### src/rtl/pitch_pkg.sv
// Shared types and default thresholds for the pitch band classifier.
package pitch_pkg;

   typedef enum logic [1:0] {BAND0, BAND1, BAND2, BAND3} band_t;

   typedef enum logic {STABLE, PENDING} cls_state_t;

   localparam int DEF_BIN_W    = 10;
   localparam int DEF_T1       = 20;
   localparam int DEF_T2       = 60;
   localparam int DEF_T3       = 150;
   localparam int DEF_HYST     = 4;
   localparam int DEF_STABLE_N = 3;
   localparam int DEF_BIN_MIN  = 2;

endpackage

### src/rtl/pitch_hyst_quantiser.sv
// Stage 1: hysteretic threshold quantiser with silence gate, one registered cycle.
module pitch_hyst_quantiser
   import pitch_pkg::*;
#(
   parameter int BIN_W   = DEF_BIN_W,
   parameter int T1      = DEF_T1,
   parameter int T2      = DEF_T2,
   parameter int T3      = DEF_T3,
   parameter int HYST    = DEF_HYST,
   parameter int BIN_MIN = DEF_BIN_MIN
) (
   input  logic             clk,
   input  logic             reset,
   input  logic [BIN_W-1:0] bin_in,
   input  logic             bin_valid,
   input  band_t            band_cur,
   output band_t            raw,
   output logic             raw_valid
);

   localparam int EW = BIN_W + 1;

   // A threshold at or below the current band is lowered, one above it is raised,
   // so the band currently held is always the sticky one.
   localparam logic [EW-1:0] LO1   = EW'(T1 - HYST);
   localparam logic [EW-1:0] HI1   = EW'(T1 + HYST);
   localparam logic [EW-1:0] LO2   = EW'(T2 - HYST);
   localparam logic [EW-1:0] HI2   = EW'(T2 + HYST);
   localparam logic [EW-1:0] LO3   = EW'(T3 - HYST);
   localparam logic [EW-1:0] HI3   = EW'(T3 + HYST);
   localparam logic [EW-1:0] MIN_E = EW'(BIN_MIN);

   logic [EW-1:0] bin_ext;
   logic [EW-1:0] eff1, eff2, eff3;
   logic          ge1, ge2, ge3;
   logic [1:0]    raw_c;
   logic          keep;

   always_comb begin
      bin_ext = {1'b0, bin_in};
      eff1    = (band_cur >= BAND1) ? LO1 : HI1;
      eff2    = (band_cur >= BAND2) ? LO2 : HI2;
      eff3    = (band_cur >= BAND3) ? LO3 : HI3;
      ge1     = (bin_ext >= eff1);
      ge2     = (bin_ext >= eff2);
      ge3     = (bin_ext >= eff3);
      raw_c   = {1'b0, ge1} + {1'b0, ge2} + {1'b0, ge3};
      keep    = bin_valid && (bin_ext >= MIN_E);
   end

   always_ff @(posedge clk) begin
      if (!reset) begin
         raw       <= BAND0;
         raw_valid <= 1'b0;
      end else begin
         raw_valid <= keep;
         if (keep) begin
            raw <= band_t'(raw_c);
         end
      end
   end

endmodule

### src/rtl/pitch_band_classifier.sv
// Debounced 2-bit frequency band from the dominant FFT bin: hysteretic quantiser
// followed by a STABLE/PENDING confirmation FSM.
module pitch_band_classifier
   import pitch_pkg::*;
#(
   parameter int BIN_W    = DEF_BIN_W,
   parameter int T1       = DEF_T1,
   parameter int T2       = DEF_T2,
   parameter int T3       = DEF_T3,
   parameter int HYST     = DEF_HYST,
   parameter int STABLE_N = DEF_STABLE_N,
   parameter int BIN_MIN  = DEF_BIN_MIN
) (
   input  logic             clk,
   input  logic             reset,
   input  logic [BIN_W-1:0] bin_in,
   input  logic             bin_valid,
   output logic [1:0]       band_out,
   output logic             band_valid,
   output logic             band_changed
);

   // Handshake: bin_valid is a one-cycle strobe that is always accepted (no ready).
   // Each accepted non-silent bin yields one band_valid pulse two cycles later;
   // band_changed only ever pulses together with band_valid, on the edge band_out moves.

   if (!(STABLE_N >= 1 && BIN_MIN <= T1 - HYST && T1 + HYST < T2 - HYST &&
         T2 + HYST < T3 - HYST && T3 + HYST < (1 << BIN_W))) begin : g_cfg_check
      $error("pitch_band_classifier: illegal threshold configuration");
   end

   localparam int CNT_W = $clog2(STABLE_N + 1);

   band_t             band_q;
   band_t             raw;
   logic              raw_valid;
   band_t             cand;
   logic [CNT_W-1:0]  cnt;
   cls_state_t        state;

   pitch_hyst_quantiser #(
      .BIN_W   (BIN_W),
      .T1      (T1),
      .T2      (T2),
      .T3      (T3),
      .HYST    (HYST),
      .BIN_MIN (BIN_MIN)
   ) u_quant (
      .clk       (clk),
      .reset     (reset),
      .bin_in    (bin_in),
      .bin_valid (bin_valid),
      .band_cur  (band_q),
      .raw       (raw),
      .raw_valid (raw_valid)
   );

   always_ff @(posedge clk) begin
      if (!reset) begin
         state        <= STABLE;
         cand         <= BAND0;
         cnt          <= '0;
         band_q       <= BAND0;
         band_valid   <= 1'b0;
         band_changed <= 1'b0;
      end else begin
         band_valid   <= raw_valid;
         band_changed <= 1'b0;
         if (raw_valid) begin
            case (state)
               STABLE: begin
                  if (raw != band_q) begin
                     if (STABLE_N == 1) begin
                        band_q       <= raw;
                        band_changed <= 1'b1;
                     end else begin
                        cand  <= raw;
                        cnt   <= CNT_W'(1);
                        state <= PENDING;
                     end
                  end
               end
               PENDING: begin
                  if (raw == cand) begin
                     // Commit on the frame that completes the run, so cnt never exceeds STABLE_N.
                     if (int'(cnt) + 1 >= STABLE_N) begin
                        band_q       <= cand;
                        band_changed <= 1'b1;
                        cnt          <= '0;
                        state        <= STABLE;
                     end else begin
                        cnt <= cnt + CNT_W'(1);
                     end
                  end else if (raw == band_q) begin
                     cnt   <= '0;
                     state <= STABLE;
                  end else begin
                     cand <= raw;
                     cnt  <= CNT_W'(1);
                  end
               end
               default: state <= STABLE;
            endcase
         end
      end
   end

   assign band_out = band_q;

endmodule

### config.mk
export PLATFORM = sky130hd
export DESIGN_NAME = pitch_band_classifier
export DESIGN_NICKNAME = d
export VERILOG_FILES = /design/src/rtl/pitch_pkg.sv /design/src/rtl/pitch_hyst_quantiser.sv /design/src/rtl/pitch_band_classifier.sv
export SDC_FILE = /design/constraint.sdc
export NUM_CORES = 1
export LEC_CHECK = 0
export ABC_AREA = 0
export BUFFER_PORTS_ARGS = -buffer_cell sky130_fd_sc_hd__buf_2
export CORE_MARGIN = 2
export CORE_UTILIZATION = 30
export CTS_BUF_LIST = sky130_fd_sc_hd__clkbuf_8
export DETAILED_ROUTE_END_ITERATION = 7
export PLACE_DENSITY = 0.56
export SYNTH_ARGS = -nofsm -noshare
export SYNTH_HDL_FRONTEND = slang
export SYNTH_SLANG_ARGS = --single-unit
### constraint.sdc
create_clock -name clk -period 2.96 [get_ports clk]
set_input_delay 0.444 -clock clk [delete_from_list [all_inputs] [get_ports clk]]
set_output_delay 0.444 -clock clk [all_outputs]
set_load 0.005 [all_outputs]
== Word level (Yosys, flattened, before mapping) ==
Index checks and enable logic that the tools add are counted.
W data, S select, Z words.

* Bits in registers: 12
* Input bits: 13
* Word-level logic and storage cells: 50

* Add/subtract/negate cells: 4
* Order comparisons: 8
* Eq/ne operators: 6
* Multiplexer cells: 18
* Bitwise operators: 1
* Reduce and logical (&&, ||, !) cells: 5

{| class="wikitable"
|+ Operators with widths
! kind !! count
|-
| $ge A10 B11 Y1 || 3
|-
| $mux W2 || 6
|-
| $reduce_and A4 Y1 || 3
|-
| $ge A10 B2 Y1 const B || 1
|-
| $mux W4 || 2
|-
| $pmux W2 S2 || 2
|-
| $mux W7 || 1
|-
| $mux W1 || 6
|-
| $ne A2 B2 Y1 const B || 3
|-
| $eq A2 B2 Y1 || 2
|-
| $ge A2 B2 Y1 const B || 2
|-
| $add A2 B1 Y3 const B || 1
|-
| $ge A3 B2 Y1 const B || 1
|-
| $add A1 B1 Y2 || 1
|-
| $add A2 B1 Y2 || 1
|-
| $add A2 B1 Y2 const B || 1
|-
| $ge A2 B1 Y1 const B || 1
|-
| $ne A2 B2 Y1 || 1
|-
| $pmux W1 S2 || 1
|-
| $reduce_and A2 Y1 || 1
|-
| $logic_and A1 B1 Y1 || 1
|-
| $not A1 Y1 || 1
|}

== Longest topological paths before layout ==
* Depth in word-level cells: 5
* Gate-level depth with buffers: 9

== By module ==
A second synthesis with hierarchy kept.

* Cell total of the unflattened synthesis: 88
* Area, all modules: 770.7 µm²

{| class="wikitable"
|+ By module, submodules not included
! module !! times used !! cells each !! area an instance (µm²) !! seq. area each (µm²)
|-
| pitch_band_classifier || 1 || 46 || 432.9 || 180.2
|-
| pitch_hyst_quantiser || 1 || 42 || 337.8 || 60.1
|}

== Worst setup path before layout ==
No wires, ideal clock.

* Path kind: register to register
* From: register band_q[1], in the netlist band_out[1]
* To: register u_quant.raw[0]
* Arrival time: 2052 ps
* Slack: 836 ps
* Cell stages (with the launch flop): 10
* Period minus slack after synthesis: 2124 ps
* Cells stage by stage: dfxtp_1 -> and2_1 -> ha_1 -> o21a_1 -> o21ai_0 -> nand2_1 -> a211o_1 -> fa_1 -> nand2_1 -> mux2i_1

* Longest elaborated chain between the ends: 5
* Elaborated cells on any way between the ends: 11
* Those cells by class: add/sub: 2; order compare: 6; mux: 3

{| class="wikitable"
|+ RTL lines
! item !! RTL line !! text
|-
| from (decl) || pitch_band_classifier.sv:34 || <nowiki>band_t band_q;</nowiki>
|-
| from (signal assigned) || pitch_band_classifier.sv:74 || <nowiki>band_q <= raw;</nowiki>
|-
| from (signal assigned) || pitch_band_classifier.sv:87 || <nowiki>band_q <= cand;</nowiki>
|-
| $ge A2 B1 Y1 / $ge A2 B2 Y1 (equally long branches) || pitch_hyst_quantiser.sv:41, pitch_hyst_quantiser.sv:42 ||
|-
| $mux W4 / $mux W7 (equally long branches) || pitch_hyst_quantiser.sv:41, pitch_hyst_quantiser.sv:42 ||
|-
| $ge A10 B11 Y1 (on tied branches) || pitch_hyst_quantiser.sv:44, pitch_hyst_quantiser.sv:45 ||
|-
| $add A1 B1 Y2 || pitch_hyst_quantiser.sv:47 || <nowiki>raw_c = {1'b0, ge1} + {1'b0, ge2} + {1'b0, ge3};</nowiki>
|-
| $add A2 B1 Y2 * || pitch_hyst_quantiser.sv:47 ||
|-
| via u_quant.raw_c[0] || pitch_hyst_quantiser.sv:36 || <nowiki>logic [1:0] raw_c;</nowiki>
|-
| to (signal assigned) || pitch_hyst_quantiser.sv:58 || <nowiki>raw <= band_t'(raw_c);</nowiki>
|-
| to (decl) || pitch_hyst_quantiser.sv:17 || <nowiki>output band_t raw,</nowiki>
|}

Mark *: on every way through the listed nets, which the timed path passes. The rest lies on a longest branch.
A chain may end at the register's enable or synchronous reset.

== Worst setup path after layout ==
Same ends and word-level chain as after synthesis.

==> reports/results.ini <==
[timing]
finalSetupViolCount = 0
fin_crit_ns = 2.27
fin_crit_sh_pct = 76.7
slew_violations = 0
hold_viol = 0
skew_ns = 0.00382
setup_tns_ns = 0
worstMarginPinSlew_ns = 0.299
fmaxAchievable_ghz = 0.441
slew_headroom_pct = 80.0
rsz0062_at_grt = no
fin_hold_ws_ns = 0.511

[cells_and_area]
regArea_sq_um = 240
fillers = 228
num_antenna_cells = 0
syn2layout_area_growth_pct = 21.5
drive_gt1_share_pct = 21.0
multi_input_area_sq_um = 438
nets = 120

[critical_path]
crit_end = u_quant.raw[0]
crit_path_end_kind = flop
cp.required_ns = 3.13
crit_type = flop to flop
r2r_slack_ns = 0.69
r2r-start = band_out[1]
r2r_end = u_quant.raw[0]
cp-startpoint = band_out[1]
crit_arrival_ns = 2.44
r2r_cells = 9
crit_path_max_fanout = 9
crit_path_start_kind = flop

[yosys]
synth_common_cells = 19 x nand2_1, 12 x dfxtp_1, 7 x mux2i_1
yosysUniqueCellTypes = 26
synth-seq-area-share_pct = 34.7
synth_warnings = 0
synth-edff-count = 0
syn_area_sq_um = 693
syn_area_per_cell_sq_um = 8.35
yosys.cell_count.top_type = nand2_1
async_reset_ff_share_pct = 0
yosys.area.top_type = dfxtp_1
synth_nets = 101
netlist_top_cells_area = dfxtp_1 35%, nand2_1 10%, mux2i_1 10%
synth_top_flop_cell = dfxtp_1
synth_top_area_share_pct = 34.7
synth_cells = 83
ys_seq_elements = 12

[power]
vdd_drop_max_v = 0.000286
clkPwrFrac_pct = 38.9
seqPwrFrac_pct = 48.1
internal-power_w = 0.000280
p_per_area_nw_per_um2 = 432
p_leak_nw = 0.391
p_sw_w = 0.0000834
swShare_pct = 22.9
combPwrFrac_pct = 13.0

[global_route]
grt_pass1_wl_um = 2440
grt_max_degree = 15
antenna_found_initial = 0
grt_pass1_vias = 596
grt_usage_pct = 12.3
overflow = 0

[clocking]
path_clk_slew_ns = 0.05
cts_sinks = 12
root_buffer = clkbuf_8
max-clock-path-buffers = 2
cts_buffers = 3
cts_resized = 0
cts_tree = built
postCtsSetupRepairBufs = 0
ctsHtreeMaxLevel = 1
postCtsHoldBufs = 0
clock_latency_ns = 0.23

[detailed_routing]
drcViolationCount = 0
vias = 617
via_per_inst = 4.82
first_pass_iters = 4
ant_nets = 0
wl_per_cell_um = 10.4
drt-initial-drc-count = 18
wl_um = 1330

[job]
drv_cap = 0

[min_path]
worstHoldPathType = flop to flop

[floorplan]
die-area_sq_um = 2710
rows = 17
coreArea_sq_um = 2190
io_pins = 17
floorplan.initialDensity_pct = 31.6
dieWidth_um = 52.1
fp.dieH_um = 52.1

[placed_design]
hpwl_um = 1010
port_buffers = 16
globalplace.congestion = 0.802

[outcome]
status = completed

==> power groups by stage <==
stage	sequential, W	clock, W	combinational, W
2_1_floorplan	0.000177	0	0.0000303
3_3_place_gp	0.000178	0	0.0000470
3_5_place_dp	0.000178	0	0.0000472
4_1_cts	0.000175	0.000146	0.0000476
5_1_grt	0.000176	0.000155	0.0000544
6_report	0.000175	0.000141	0.0000472
==> worst min-delay path by stage <==
stage | start | to | slack (ns) | cells past startpoint
global placement | cand[0] | cand[0] | 0.50 | 2
detailed placement | cand[0] | band_out[0] | 0.50 | 2
CTS | cand[0] | cand[0] | 0.51 | 2
finish | cand[0] | cand[0] | 0.51 | 2
global route | cand[0] | cand[0] | 0.54 | 2
floorplan | cand[0] | band_out[0] | 0.47 | 2
==> state kept, by name, indices dropped and copies added (netlist names) <==
signal / cells
u_quant.raw: 2
u_quant.raw_valid: 1
cand: 2
band_valid: 1
band_changed: 1
cnt: 2
state: 1
band_out: 2
==> metal layers <==
layer  part of all wire (%)  wire length [um]  global-route usage (%)
met5                      0                 0                       0
met2                     46               614                    19.2
met1                     47               628                    15.2
met3                    5.9                78                    5.17
met4                   0.68                 9                    3.95
==> logic make-up (layout without fill, tap and decap cells) <==
| family | after synthesis | count (layout) | share of synthesized area (%) |
|---|---|---|---|
| buffers and inverters | 4 | 21 | 2.17 |
| and+or+nand+nor | 38 | 38 | 26.0 |
| muxes | 7 | 7 | 10.1 |
| adders and majority gates | 5 | 5 | 10.1 |
| DFF | 12 | 12 | 34.7 |
| xor gates and xnor gates | 4 | 4 | 5.05 |
| AOI/OAI and AO/OA | 13 | 13 | 11.9 |
==> placed cells by master, fill, tap and decap left out, types with 2 or more instances in the layout <==
| cell | n |
|---|---|
| o21ai_0 | 5 |
| a21oi_1 | 2 |
| mux2i_1 | 7 |
| buf_2 | 16 |
| inv_1 | 2 |
| clkbuf_8 | 3 |
| xnor2_1 | 4 |
| nand2_1 | 19 |
| dfxtp_1 | 12 |
| o21a_1 | 2 |
| ha_1 | 4 |
| nor3_1 | 2 |
| nor2_1 | 4 |
| and2_1 | 2 |
| and3_1 | 2 |
| nand3_1 | 3 |
==> per-stage QoR <==
| stage | total power, W | setup WS [ns] | util (%) | instance area [sq um] | std cells |
|---|---|---|---|---|---|
| 6_report | 0.000364 | 0.691 | 38.4 | 842 | 128 |
| 2_1_floorplan | 0.000207 | 0.836 | - | 693 | 83 |
| 5_1_grt | 0.000385 | 0.465 | 38.4 | 842 | 128 |
| 3_3_place_gp | 0.000225 | 0.735 | 36.6 | 801 | 125 |
| 3_5_place_dp | 0.000225 | 0.690 | 36.6 | 801 | 125 |
| 4_1_cts | 0.000368 | 0.671 | 38.4 | 842 | 128 |
==> cell type report <==
| type | count | area share (%) |
|---|---|---|
| flip-flops and latches | 12 | 28.5 |
| well taps | 28 | 4.16 |
| inverters | 2 | 0.892 |
| multi-input cells | 67 | 52.0 |
| clock buffers | 3 | 4.90 |
| repair buffers | 16 | 9.51 |
==> worst max-delay path, cell delays in order (launching register included) <==
cell and delay [ns]:
dfxtp_1 0.49, and2_1 0.18, ha_1 0.22, o21a_1 0.10, o21ai_0 0.14, nand2_1 0.07, a211o_1 0.31, fa_1 0.54
nand2_1 0.05, mux2i_1 0.11
No activity file was read; power rests on OpenSTA's default activity.
